File: src/rtl/ppu_oam_dma_fsm.sv
// Sprite RAM writer: handles $2003/$2004 CPU writes and the $4014 sprite DMA
// that copies a 256-byte CPU page into OAM starting at the current OAMADDR.
module ppu_oam_dma_fsm (
  input  logic        clk,
  input  logic        rst,
  input  logic [7:0]  cpu_data_in,
  input  logic        oamaddr_wr,
  input  logic        oamdata_wr,
  input  logic        dma_wr,
  input  logic        cpu_cycle_odd,
  input  logic        render_busy,
  output logic        bus_req,
  input  logic        bus_grant,
  output logic [15:0] mem_addr,
  output logic        mem_rd,
  input  logic [7:0]  mem_data_in,
  output logic        cpu_stall,
  output logic [7:0]  spram_addr,
  output logic [7:0]  spram_data_out,
  output logic        spram_we,
  output logic [7:0]  cpu_sprite_addr,
  output logic        busy,
  output logic        dma_done
);

  typedef enum logic [2:0] {
    S_IDLE,
    S_REQ,
    S_ALIGN,
    S_ALIGN2,
    S_READ,
    S_WRITE
  } state_t;

  state_t      state_q;
  logic [7:0]  oam_addr_q;
  logic [7:0]  page_q;
  logic [7:0]  idx_q;
  logic        odd_lat_q;
  logic [7:0]  spram_addr_q;
  logic [7:0]  spram_data_q;
  logic        spram_we_q;

  // Bus request/stall/busy follow the state register directly, so an async
  // reset drops them immediately. Read and done are qualified by the grant so
  // a withdrawn grant freezes the transfer with no bus activity.
  always_comb begin
    busy      = (state_q != S_IDLE);
    bus_req   = busy;
    cpu_stall = busy;
    mem_rd    = (state_q == S_READ) && bus_grant;
    mem_addr  = (state_q == S_READ) ? {page_q, idx_q} : '0;
    dma_done  = (state_q == S_WRITE) && bus_grant && (idx_q == 8'hFF);
  end

  assign spram_addr      = spram_addr_q;
  assign spram_data_out  = spram_data_q;
  assign spram_we        = spram_we_q;
  assign cpu_sprite_addr = oam_addr_q;

  // Main FSM: register strobes in IDLE, DMA sequencing otherwise.
  always_ff @(posedge clk or posedge rst) begin
    if (rst) begin
      state_q      <= S_IDLE;
      oam_addr_q   <= '0;
      page_q       <= '0;
      idx_q        <= '0;
      odd_lat_q    <= 1'b0;
      spram_addr_q <= '0;
      spram_data_q <= '0;
      spram_we_q   <= 1'b0;
    end else begin
      spram_we_q <= 1'b0;
      case (state_q)
        S_IDLE: begin
          if (dma_wr) begin
            page_q  <= cpu_data_in;
            idx_q   <= '0;
            state_q <= S_REQ;
          end else if (oamaddr_wr) begin
            oam_addr_q <= cpu_data_in;
          end else if (oamdata_wr) begin
            spram_addr_q <= oam_addr_q;
            spram_data_q <= cpu_data_in;
            spram_we_q   <= !render_busy;
            oam_addr_q   <= oam_addr_q + 8'd1;
          end
        end
        S_REQ: begin
          if (bus_grant) begin
            odd_lat_q <= cpu_cycle_odd;
            state_q   <= S_ALIGN;
          end
        end
        S_ALIGN: begin
          if (bus_grant) state_q <= odd_lat_q ? S_ALIGN2 : S_READ;
        end
        S_ALIGN2: begin
          if (bus_grant) state_q <= S_READ;
        end
        S_READ: begin
          if (bus_grant) state_q <= S_WRITE;
        end
        S_WRITE: begin
          if (bus_grant) begin
            spram_we_q   <= 1'b1;
            spram_addr_q <= oam_addr_q + idx_q;
            spram_data_q <= mem_data_in;
            if (idx_q == 8'hFF) begin
              state_q <= S_IDLE;
            end else begin
              idx_q   <= idx_q + 8'd1;
              state_q <= S_READ;
            end
          end
        end
        default: state_q <= S_IDLE;
      endcase
    end
  end

endmodule

File: config.mk
export PLATFORM = sky130hd
export DESIGN_NAME = ppu_oam_dma_fsm
export DESIGN_NICKNAME = d
export VERILOG_FILES = /design/src/rtl/ppu_oam_dma_fsm.sv
export SDC_FILE = /design/constraint.sdc
export NUM_CORES = 1
export LEC_CHECK = 0
export ABC_AREA = 0
export CORE_MARGIN = 8
export CORE_UTILIZATION = 30
export CTS_CLUSTER_DIAMETER = 40
export DETAILED_ROUTE_END_ITERATION = 10
export PLACE_DENSITY = 0.53
export SLEW_MARGIN = 15
export SYNTH_ARGS = -nofsm -noshare
export SYNTH_HDL_FRONTEND = slang
export SYNTH_SLANG_ARGS = --single-unit
File: constraint.sdc
create_clock -name clk -period 2 [get_ports clk]
set_clock_uncertainty 0.05 [all_clocks]
set_input_delay 0.4 -clock clk [delete_from_list [all_inputs] [get_ports clk]]
set_output_delay 0.4 -clock clk [all_outputs]
set_load 0.005 [all_outputs]
==> results of run 1 <==
critical path: cells and delay by family (launching register included):
family	cells	cell delay [ns]
AOI/OAI and AO/OA	3	0.53
adders and majority gates	1	0.17
buffers and inverters	1	0.15
DFF	1	0.38
and+or+nand+nor	2	0.56
routing by layer:
layer / part of all wire (%) / track usage [%]
met3: 4.1 / 2.543
met5: 0 / 0
met4: 1.2 / 3.282
met1: 47 / 17.65
met2: 48 / 22.62
power groups by stage:
| stage | clock network, mW | logic [mW] | registers [mW] |
|---|---|---|---|
| after floorplan | 0 | 0.409 | 1.18 |
| after global placement | 0 | 0.960 | 1.18 |
| after detailed placement | 0 | 0.970 | 1.18 |
| after CTS | 0.746 | 1.01 | 1.15 |
| after global routing | 0.780 | 1.18 | 1.17 |
| final | 0.728 | 1.06 | 1.15 |
per-stage QoR:
step,setup WS (ns),cell area [um^2],power [mW],util (%),TNS [ns]
4_1_cts,0.001930,4085,2.905,45.07,0
3_5_place_dp,-0.2282,3910,2.150,43.13,-4.029
6_report,0.04930,4197,2.942,46.29,0
2_1_floorplan,0.04753,2756,1.589,-,0
3_3_place_gp,-0.2052,3910,2.137,43.13,-3.130
5_1_grt,-0.01592,4197,3.133,46.29,-0.01592
flip-flops by register name (all words and copies together) (netlist names):
name             flops
cpu_sprite_addr      8
idx_q                8
spram_addr           8
spram_we             1
odd_lat_q            1
page_q               8
state_q              3
spram_data_out       8
how the worst max path moves through the flow:
stage | slack [ns] | start | end
detailed placement | -0.23 | bus_grant | dma_done
global placement | -0.21 | bus_grant | dma_done
global route | -0.02 | idx_q[6]$_DFFE_PP0P_ | dma_done
finish | 0.05 | idx_q[1]$_DFFE_PP0P_ | spram_addr[7]$_DFFE_PP0P_
CTS | 0.002 | cpu_sprite_addr[2]$_DFFE_PP0P_ | spram_addr[7]$_DFFE_PP0P_
floorplan | 0.05 | cpu_sprite_addr[2]$_DFFE_PP0P_ | spram_addr[7]$_DFFE_PP0P_
what timing repair did:
action                     in CTS  in global routing
pin swaps                       2                  8
hold buffers                    0                  0
setup endpoints to repair      24                 15
setup buffers                   7                  5
resized for setup              33                 23
synth_stat cells (5+ instances only):
library cell,instances,area share (%)
ha_1,9,4.1
o21ai_0,29,5.3
mux2i_1,13,4.7
dfrtp_1,45,41
buf_2,7,1.3
xor2_1,5,1.6
and2_1,18,4.1
mux2_2,9,3.7
nor2_1,17,2.3
nand3_1,11,2.0
inv_1,10,1.4
a21oi_1,19,3.4
nand2_1,33,4.5
cell families after synthesis:
group | synth area share (%)
mux | 8.942
simple gates | 22.29
xor+xnor | 1.589
compound gates | 17.11
flops | 40.85
buf+inv | 4.403
fa+ha+maj | 4.812
area by class of cell:
type	instances	area share, %
Multi-Input combinational cell	227	38.79
Timing Repair Buffer	131	27.34
Sequential cell	45	26.89
Tap cell	111	3.309
Clock buffer	7	2.057
Inverter	10	0.8945
Clock inverter	1	0.7156
==> metrics.txt, run 1 <==
Cell variety after synth 55; global-route wire length before repair 13.86 mm; number of I/O pins 70; Post-Route WL 8.545 mm; setup violators final 0; CP Class reg -> reg; fillcell total 878; EDFF count, synth 0; final hold vios 0; Synth Cell Area 2756 um^2; Vias 2,594; min Tclk post-route 1.951 ns; Starting DRT DRC Count 98; Rel. slew slack between 60% and 70%; Sequential Power Share approximately two fifths; TritonCTS buffer count 5; cell count after synthesis 296; Syn. warnings 0; commonest non-fill, non-tap cell in the layout buf_4; critical path fanouts, max 4; DP Cell Count 513; Initial Util 30.41%; number of core rows 35; NetSw between 0.8 and 0.9 mW; Reg-to-Reg Start idx_q[1]$_DFFE_PP0P_; area of the multi-input gates about 1600 um^2; All-Layer GR Usage 13.58%; R2R Path End spram_addr[7]$_DFFE_PP0P_; total of max-cap violations 0; Final Max Tran Viols 0; Register-to-Register Path Depth 7; Max Fclk around 0.5 GHz; buffers added on ports 69; cell-internal power 2.050 mW; power per cell area around 700 nW/um^2; Finished Layout Cells 532; Final HPWL DP 6.662 mm; Max VDD drop approximately 0.00032 V; Crit path top cell by count a21oi_2; max incr delay on CP 0.39 ns; vias per cell 4.876; Bufs on Longest Clock Path 2; Clock Power Share 24.7%; Placer Congestion 0.8609; Hold Worst Slack approximately 0.32 ns; hold crit path type in -> async; Die Wd about 110 um; switching share of power 30.29%; Reg area 1129 um^2; CP required roughly 2.1 ns; CP cell instances buf_4, ha_2, a21oi_2, a21oi_2, or3_1, and2_1, a211o_1; number of synthesized register bits 45; number of antenna diodes 0; Worst-Margin Slew around 0.5 ns; Comb pwr share between 30% and 40%; Async SR Flop Fraction 100.0%; status finished clean; ys flop type dfrtp_1; WL/cell 16.06 um; Worst setup SP type flop; # H-tree levels 2; Pre-antenna DRT Iters 4; most frequent cells in the layout buf_4, clkdlybuf4s50_1, dfrtp_1; sequential area share after synthesis 40.85%; CTS tree built; initial antenna violation count 0; R2R setup slack slightly below 0.05 ns; RSZ-0062 raised after global routing true; layout cells sized above 1 26.37%; Final period util 97.54%; Clock Latency Late Sink 0.30 ns; clk root buf clkbuf_8; drt drc 0; CTS clk-pin slew, worst paths 0.09 ns; Final nets 454; CORE AREA 9065 um^2; Worst EP arrival approximately 2.1 ns; largest net degree at the start of global routing 34; Die ar. 12,510 um^2; Syn-to-layout area delta 52.25%; Die Y 111.9 um; number of routed nets with antenna violations 0; Leak 1.881 nW; Critical Path Sink Type flop; syn_nets 330; syn avg cell area 9.312 um^2; vias in the first global route 2,588; Crit-path slowest cell or3_1; clock sinks 45; total gr overflow 0
(Power assumes the default switching activity.)
==> run 2: changes to the inputs <==
TNS_END_PERCENT = 50   (was unset)
==> metrics.txt, run 2 (synthesis gave the netlist of run 1 again) <==
Post-Route WL 8.455 mm (was 8.545 mm); CP Class reg -> reg (unchanged); largest net degree at the start of global routing 34 (unchanged); number of antenna diodes 0 (unchanged); clock sinks 45 (unchanged); Initial Util 30.41% (unchanged); CP required 2.14 ns (about the same); status finished clean (unchanged); Total Power 2.918 mW (was 2.942 mW); buffers added on ports 69 (unchanged); number of routed nets with antenna violations 0 (unchanged); Placer Congestion 0.8609 (unchanged); CORE AREA 9065 um^2 (unchanged); final hold vios 0 (unchanged); Vias 2,613 (was 2,594); setup ws final 0.05619 ns (was 0.04930 ns); cell-internal power 2.038 mW (was 2.050 mW); most frequent cells in the layout buf_4, clkdlybuf4s50_1, dfrtp_1 (unchanged); Max VDD drop 0.0003352 V (was 0.0003204 V); Final nets 452 (was 454); Die ar. 12,510 um^2 (unchanged); min Tclk post-route 1.944 ns (was 1.951 ns); total of max-cap violations 0 (unchanged); area of the multi-input gates 1617 um^2 (was 1628 um^2); Die Y 111.9 um (unchanged); Leak 1.897 nW (was 1.881 nW); CP cell instances buf_4, ha_1, nand4_1, a21oi_1, or3_1, and2_1, a211o_1 (was buf_4, ha_2, a21oi_2, a21oi_2, or3_1, and2_1, a211o_1); Syn-to-layout area delta 51.79% (was 52.25%); Pre-antenna DRT Iters 4 (unchanged); vias in the first global route 2,575 (was 2,588); crit-path leading delay family simple AND/OR/NAND/NOR gates (unchanged); number of I/O pins 70 (unchanged); WL/cell 15.95 um (was 16.06 um); Final Max Tran Viols 0 (unchanged); Starting DRT DRC Count 85 (was 98); # H-tree levels 2 (unchanged); Final HPWL DP 6.662 mm (unchanged); fillcell total 875 (was 878); commonest non-fill, non-tap cell in the layout buf_4 (unchanged); Worst-Margin Slew 0.4959 ns (about the same); NetSw 0.8803 mW (was 0.8911 mW); vias per cell 4.930 (was 4.876); CTS clk-pin slew, worst paths 0.09 ns (about the same); switching share of power 30.17% (was 30.29%); Sequential Power Share 39.4% (was 39.1%); global-route wire length before repair 13.83 mm (was 13.86 mm); Die Wd 111.9 um (unchanged); Clock Power Share 24.8% (was 24.7%); total gr overflow 0 (unchanged); Comb pwr share 35.8% (was 36.1%); Critical Path Sink Type flop (unchanged); Rel. slew slack 66.73% (about the same); TritonCTS buffer count 5 (unchanged); Reg area 1129 um^2 (unchanged); pre-CTS WS -0.2282 ns (unchanged); Crit path buffers/inverters 1 (unchanged); number of core rows 35 (unchanged); CTS tree built (unchanged); CTS Hold Buffers Added 0 (unchanged); Crit-path slowest cell dfrtp_1 (was or3_1); Worst setup SP type flop (unchanged); initial antenna violation count 0 (unchanged); Bufs on Longest Clock Path 2 (unchanged); power per cell area 697.4 nW/um^2 (was 700.9 nW/um^2); critical path fanouts, max 4 (unchanged); clk root buf clkbuf_8 (unchanged); setup violators final 0 (unchanged); max incr delay on CP 0.40 ns (was 0.39 ns); Worst EP arrival 2.08 ns (was 2.09 ns); All-Layer GR Usage 13.55% (was 13.58%); RSZ-0062 raised after global routing true (unchanged); Final period util 97.19% (was 97.54%); Clock Latency Late Sink 0.30 ns (about the same); Max Fclk 0.5145 GHz (was 0.5126 GHz); drt drc 0 (unchanged); hold crit path type in -> async (unchanged); layout cells sized above 1 24.82% (was 26.37%)
-- run 2: area by class of cell --
cell class	count	share of cell area (%)
multi-input combinational	227	38.64
timing repair buffer	129	27.39
sequential	45	26.97
tap	111	3.319
clock buffer	7	2.063
inverter	10	0.8971
clock inverter	1	0.7177
-- run 2: final timing paths --
path	from	to	slack, ns	cells after the start
worst max-delay path	idx_q[3]$_DFFE_PP0P_	spram_addr[7]$_DFFE_PP0P_	0.06	7
worst max register to register	idx_q[3]$_DFFE_PP0P_	spram_addr[7]$_DFFE_PP0P_	0.06	7
min in group clk	spram_data_out[5]$_DFFE_PP0P_	spram_data_out[5]$_DFFE_PP0P_	0.44	2
worst min-delay path	rst	spram_addr[4]$_DFFE_PP0P_	0.32	2
max in group asynchronous	rst	state_q[2]$_DFFE_PP0P_	1.07	3
worst min register to register	spram_data_out[5]$_DFFE_PP0P_	spram_data_out[5]$_DFFE_PP0P_	0.44	2
-- run 2: per-stage QoR --
stage          utilization (%)  instance area, um^2   TNS (ns)  hold slack [ns]  std cells
2_1_floorplan                -                 2756          0           0.4220        296
3_3_place_gp             43.13                 3910     -3.130           0.4157        513
3_5_place_dp             43.13                 3910     -4.029           0.4219        513
4_1_cts                  44.90                 4070  -0.001687           0.3385        527
5_1_grt                  46.16                 4184   -0.05390           0.3609        530
6_report                 46.16                 4184          0           0.3199        530
-- run 2: worst register-to-register path, delay by kind of cell (launching register included) --
kind,cells,cell delay (ns)
flops,1,0.40
compound gates,2,0.32
buf+inv,1,0.16
fa+ha+maj,1,0.28
simple gates,3,0.63
-- run 2: what timing repair did --
action                                  4_1_cts  5_1_grt
pin swaps                                     2        9
buffers inserted                              6        3
endpoints found under the hold margin         0        0
endpoints found under the setup margin       24       12
resized for setup                            28       22
-- run 2: power groups by stage --
stage	Sequential, mW	Clock [mW]	Combinational [mW]
after floorplan	1.18	0	0.409
after global placement	1.18	0	0.960
after detailed placement	1.18	0	0.970
after CTS	1.15	0.746	1.01
after global routing	1.17	0.780	1.16
final	1.15	0.725	1.04
-- run 2: routing by layer --
metal / vias up / wire length [um] / global-route usage [%]
li1: 1300 / - / -
met1: 1257 / 3997 / 17.65
met2: 48 / 4029 / 22.54
met3: 8 / 324 / 2.543
met4: 0 / 104 / 3.282
met5: - / 0 / 0
